## src/rtl/bcu_pkg.sv

```systemverilog
// bcu_pkg: condition codes, flag bit positions and FSM state encoding for branch_cond_unit.
`default_nettype none

package bcu_pkg;

  localparam logic [3:0] COND_EQ = 4'd0;
  localparam logic [3:0] COND_NE = 4'd1;
  localparam logic [3:0] COND_CS = 4'd2;
  localparam logic [3:0] COND_CC = 4'd3;
  localparam logic [3:0] COND_MI = 4'd4;
  localparam logic [3:0] COND_PL = 4'd5;
  localparam logic [3:0] COND_VS = 4'd6;
  localparam logic [3:0] COND_VC = 4'd7;
  localparam logic [3:0] COND_HI = 4'd8;
  localparam logic [3:0] COND_LS = 4'd9;
  localparam logic [3:0] COND_GE = 4'd10;
  localparam logic [3:0] COND_LT = 4'd11;
  localparam logic [3:0] COND_GT = 4'd12;
  localparam logic [3:0] COND_LE = 4'd13;
  localparam logic [3:0] COND_AL = 4'd14;
  localparam logic [3:0] COND_NV = 4'd15;

  localparam int FLAG_V = 0;
  localparam int FLAG_C = 1;
  localparam int FLAG_Z = 2;
  localparam int FLAG_N = 3;

  typedef enum logic [1:0] {
    ST_NOFLAGS = 2'd0,
    ST_READY   = 2'd1,
    ST_FULL    = 2'd2
  } bcu_state_e;

endpackage

`default_nettype wire

```

## src/rtl/cond_eval.sv

```systemverilog
// cond_eval: combinational condition-code evaluation of {N,Z,C,V} flags.
`default_nettype none

module cond_eval
  import bcu_pkg::*;
(
  input  logic [3:0] flags,
  input  logic [3:0] cond_code,
  output logic       take
);

  logic n, z, c, v;

  assign n = flags[FLAG_N];
  assign z = flags[FLAG_Z];
  assign c = flags[FLAG_C];
  assign v = flags[FLAG_V];

  always_comb begin
    take = 1'b0;
    case (cond_code)
      COND_EQ: take = z;
      COND_NE: take = !z;
      COND_CS: take = c;
      COND_CC: take = !c;
      COND_MI: take = n;
      COND_PL: take = !n;
      COND_VS: take = v;
      COND_VC: take = !v;
      COND_HI: take = c & !z;
      COND_LS: take = !c | z;
      COND_GE: take = (n == v);
      COND_LT: take = (n != v);
      COND_GT: take = !z & (n == v);
      COND_LE: take = z | (n != v);
      COND_AL: take = 1'b1;
      default: take = 1'b0;
    endcase
  end

endmodule

`default_nettype wire

```

## src/rtl/branch_cond_unit.sv

```systemverilog
// branch_cond_unit: flag register, request FSM and registered branch-taken result.
// Optional statistics counters enabled by macro BCU_STATS_EN.
`default_nettype none

module branch_cond_unit
  import bcu_pkg::*;
#(
  parameter int         CNT_W       = 32,
  parameter logic [3:0] RESET_FLAGS = 4'b0000
) (
  input  logic             clk,
  input  logic             rst,
  input  logic             cmp_valid,
  input  logic [3:0]       cmp_flag,
  output logic             cmp_ready,
  input  logic             cond_valid,
  input  logic [3:0]       cond_code,
  output logic             cond_ready,
  output logic             take_valid,
  output logic             take,
  input  logic             take_ready,
  output logic [CNT_W-1:0] eval_cnt,
  output logic [CNT_W-1:0] taken_cnt
);

  bcu_state_e state;
  logic [3:0] flags_q;
  logic [3:0] eff_flags;
  logic       accept;
  logic       eval_take;

  assign cmp_ready = 1'b1;

  always_comb begin
    cond_ready = 1'b0;
    case (state)
      ST_NOFLAGS: cond_ready = (cond_code == COND_AL) || (cond_code == COND_NV);
      ST_READY:   cond_ready = 1'b1;
      ST_FULL:    cond_ready = take_ready;
      default:    cond_ready = 1'b0;
    endcase
  end

  assign accept    = cond_valid & cond_ready;
  // A flag update arriving alongside the request is used directly.
  assign eff_flags = cmp_valid ? cmp_flag : flags_q;

  cond_eval u_cond_eval (
    .flags     (eff_flags),
    .cond_code (cond_code),
    .take      (eval_take)
  );

  always_ff @(posedge clk) begin
    if (rst) begin
      state      <= ST_NOFLAGS;
      flags_q    <= RESET_FLAGS;
      take_valid <= 1'b0;
      take       <= 1'b0;
    end else begin
      if (cmp_valid) flags_q <= cmp_flag;
      if (accept)    take    <= eval_take;
      case (state)
        ST_NOFLAGS: begin
          if (accept) begin
            state      <= ST_FULL;
            take_valid <= 1'b1;
          end else if (cmp_valid) begin
            state <= ST_READY;
          end
        end
        ST_READY: begin
          if (accept) begin
            state      <= ST_FULL;
            take_valid <= 1'b1;
          end
        end
        ST_FULL: begin
          if (take_ready && !accept) begin
            state      <= ST_READY;
            take_valid <= 1'b0;
          end
        end
        default: begin
          state      <= ST_NOFLAGS;
          take_valid <= 1'b0;
        end
      endcase
    end
  end

`ifdef BCU_STATS_EN
  always_ff @(posedge clk) begin
    if (rst) begin
      eval_cnt  <= '0;
      taken_cnt <= '0;
    end else if (accept) begin
      eval_cnt <= eval_cnt + 1'b1;
      if (eval_take) taken_cnt <= taken_cnt + 1'b1;
    end
  end
`else
  assign eval_cnt  = '0;
  assign taken_cnt = '0;
`endif

endmodule

`default_nettype wire

```

## config.mk

```make
export PLATFORM = sky130hd
export DESIGN_NAME = branch_cond_unit
export DESIGN_NICKNAME = d
export VERILOG_FILES = /design/src/rtl/bcu_pkg.sv /design/src/rtl/cond_eval.sv /design/src/rtl/branch_cond_unit.sv
export SDC_FILE = /design/constraint.sdc
export NUM_CORES = 1
export LEC_CHECK = 0
export CAP_MARGIN = 10
export CORE_MARGIN = 2
export CORE_UTILIZATION = 37
export DETAILED_ROUTE_END_ITERATION = 7
export PLACE_DENSITY_LB_ADDON = 0.08
export RECOVER_POWER = 25
export SLEW_MARGIN = 0
export SYNTH_ARGS = -nofsm -noshare
export SYNTH_HDL_FRONTEND = slang
export SYNTH_SLANG_ARGS = --single-unit
```

## constraint.sdc

```tcl
create_clock -name clk -period 3.5 [get_ports clk]
set_clock_uncertainty 0.05 [all_clocks]
set_input_delay 0.7 -clock clk [delete_from_list [all_inputs] [get_ports clk]]
set_output_delay 0.7 -clock clk [all_outputs]
set_load 0.005 [all_outputs]
```

==> results.txt <==
The run finished with clean final reports. The post-detailed-route DRC marker count is 0. The number of enable-type register cells in the synthesized netlist came out at 0. By instance count, the leading cell after synthesis is sky130_fd_sc_hd__buf_4. The worst setup path is of the input pin to output pin kind.

Post-CTS repair changed the size of 0 cells. Synthesis inferred 8 register bits. The count of nets after finishing came out at 162.

STA puts the critical path data required time at 2750 ps. The first routing iteration left 7 violations. The worst hold path belongs to the class flip-flop to flip-flop. After routing the design area is 1020 sq um. The length of the first detailed-routing pass in iterations is 4.

The signed area change from the synthesized netlist to the final layout is -4.46%. The area of the mapped netlist came out at between 1000 and 1500 sq um. Ranked by instance count, the synthesized netlist is headed by sky130_fd_sc_hd__buf_4, sky130_fd_sc_hd__dfxtp_1, sky130_fd_sc_hd__nor2_1. The count of nets left with antenna violations once routing finished came out at 0.

The prevailing post-synth register cell is sky130_fd_sc_hd__dfxtp_1. The clock tree from TritonCTS is yes. The share of post-route cells with drive strength above 1 came out at 5.44%.

Clock tree synthesis selected as its root buffer the cell sky130_fd_sc_hd__clkbuf_4. In this run the vertical extent of the chip is 57.6 um. The insertion delay of the later-clocked pin in the worst-skew pair is between 200 and 300 ps. The final routed wire length divided by cell count is between 9 and 10 um.

Summed over all nets, the half-perimeter wirelength after detailed placement is around 1400 um. The initial standard-cell utilization of the core came out at approximately two fifths. In the final timing run, aggregate negative setup slack is 0 ps.

Detailed routing inserted a total of ~710 vias. In the global route stage, met2 resource usage came out at between 10% and 20%. The placeable core region is around 2700 sq um.

After floorplanning, the core was divided into 19 placement rows. The die covers 3320 sq um. The Yosys warning count is 0.

In this run the tool buffered the top-level ports with 15 buffer cells. Sequential cells were found to cover 15.0% of the synthesized design area. Counting every instance in the synthesized netlist gives between 100 and 150. Registers take 160 sq um. The worst setup path is launched from an input pin. The layer flagged by global routing as most heavily used is met2. The number of max-cap violations is 0. The time the worst path needs with I/O delays and setup is ~3000 ps. The arrival time at the worst endpoint came out at around 2300 ps. In the global route stage, overall resource usage came out at between 10% and 20%. The routing usage on met1 came out at between 10% and 20%. The number of fillers in the final layout came out at roughly 300. The wire length of the first global-routing pass is roughly 2700 um. Setup repair after global routing left no endpoint under its margin. Summed over all instances, the cell type with the most area after synthesis is sky130_fd_sc_hd__buf_4. Routability-driven placement finished with a final weighted congestion of ~0.8.

The maximum VDD drop came out at approximately 120 uV. After detailed routing, the number of vias per cell comes to roughly 4.0. Counting along the longest clock path gives a buffer depth of 2.

The top-area cell type share of the netlist area is between 40% and 50%. The number of library cell types mapped by synthesis came out at 37. The async set-or-reset flop fraction in the synthesized netlist is 0%. The number of clock sinks came out at 8. The post-CTS setup-driven buffer insertion count is 0. The number of global-route vias before repair was 587. In this run the count of I/O pins placed on the die edge is 81.

After clock tree synthesis, the clock-pin slew on the worst setup and hold paths is 60 ps. The maximum fanout along the worst path is 6. The share of the cycle needed by the critical path after routing is about 86%. The hold violation count in the final report came out at 0.

The overflow left after global routing is 0. The number of antenna diodes in the final layout is 0. The met3 capacity usage during global routing came out at under 10%. In this run the mean area of a mapped cell was a little over 8 sq um. After synthesis, the cell types taking the most area are sky130_fd_sc_hd__buf_4, sky130_fd_sc_hd__dfxtp_1, sky130_fd_sc_hd__mux2i_1. The instance area at placement came out at between 900 and 1000 sq um.

The leakage power of the design came out at about 0.51 nW. The areal power density over the cells is roughly 270 nW/um^2. The initial antenna violation count is 0. The die boundary width came out at 57.6 um. The maximum number of pins on one net before global-route repair came out at 10. Summing all multi-input logic gate instances after layout gives 619 sq um. The worst setup path is captured at an output pin. The TritonCTS buffer count is 3.

The number of hold buffers added after CTS was 0. The final setup violation count came out at 0. Wires add up to between 1500 and 2000 um. In this run the number of H-tree levels came out at 1. The fmax is 331 MHz. The max-slew violation count is 0.
==> cells in the final DEF, fill, tap and decap left out, drive strengths merged, types with 2 or more instances in the layout <==
cell type       n
conb           65
nor2b           2
clkbuf          4
nand2           4
mux2i           4
mux2            2
nor2            5
nand2b          4
xor2            2
nand3b          2
dfxtp           8
inv             4
clkdlybuf4s50  14
a21oi           2
nand3           2
==> cell type report <==
class	count	area share, %
clock buffer	3	2.21
inverter	4	1.48
multi-input combinational	115	60.9
sequential	8	15.7
tap	31	3.81
timing repair buffer	17	15.9
==> sequential cells by signal, summed over array words and instances, names as in the netlist <==
name and count:
take 1, take_valid 1, flags_q 4, state 2
==> per-layer routing <==
| layer | wire length [um] | vias to the layer above |
|---|---|---|
| met2 | 776 | 47 |
| li1 | - | 347 |
| met3 | 164 | 2 |
| met1 | 698 | 318 |
| met4 | 19 | 0 |
| met5 | 0 | - |
==> cells by family after synthesis <==
logic type | Yosys count | share of synthesized area (%)
compound gates | 16 | 12.7
other cells | 2 | 0.705
xor+xnor | 2 | 1.65
mux | 7 | 7.99
simple gates | 25 | 12.9
flops | 8 | 15.0
buf+inv | 72 | 49.0
==> through the flow <==
stage	hold slack (ps)	utilization [%]	worst slack (ps)	instances	power [W]
after floorplan	398	-	1300	195	0.000220
after global placement	399	36.5	472	175	0.000204
after detailed placement	405	36.5	498	175	0.000204
after CTS	418	37.3	474	178	0.000279
after global routing	441	37.2	423	178	0.000299
final	409	37.2	478	178	0.000275
==> final timing paths <==
| kind | from | to | slack (ps) | cells past startpoint |
|---|---|---|---|---|
| max | cond_code[1] | cond_ready | 480 | 4 |
| min | take$_SDFFE_PP0P_ | take$_SDFFE_PP0P_ | 410 | 2 |
| max reg2reg | flags_q[3]$_SDFF_PP0_ | take$_SDFFE_PP0P_ | 1780 | 5 |
| min reg2reg | take$_SDFFE_PP0P_ | take$_SDFFE_PP0P_ | 410 | 2 |
==> critical path, stage by stage <==
cell and delay (ps):
sky130_fd_sc_hd__clkdlybuf4s50_1 580, sky130_fd_sc_hd__a311o_1 250, sky130_fd_sc_hd__a21boi_0 200, sky130_fd_sc_hd__clkdlybuf4s50_1 540
==> where the power goes <==
part / internal (W) / switching (W) / total (W)
Sequential: 0.0000995 / 0.00000728 / 0.000107
Clock: 0.0000394 / 0.0000330 / 0.0000723
Combinational: 0.0000448 / 0.0000510 / 0.0000958
Note: power is estimated with default switching activity, not from simulation.
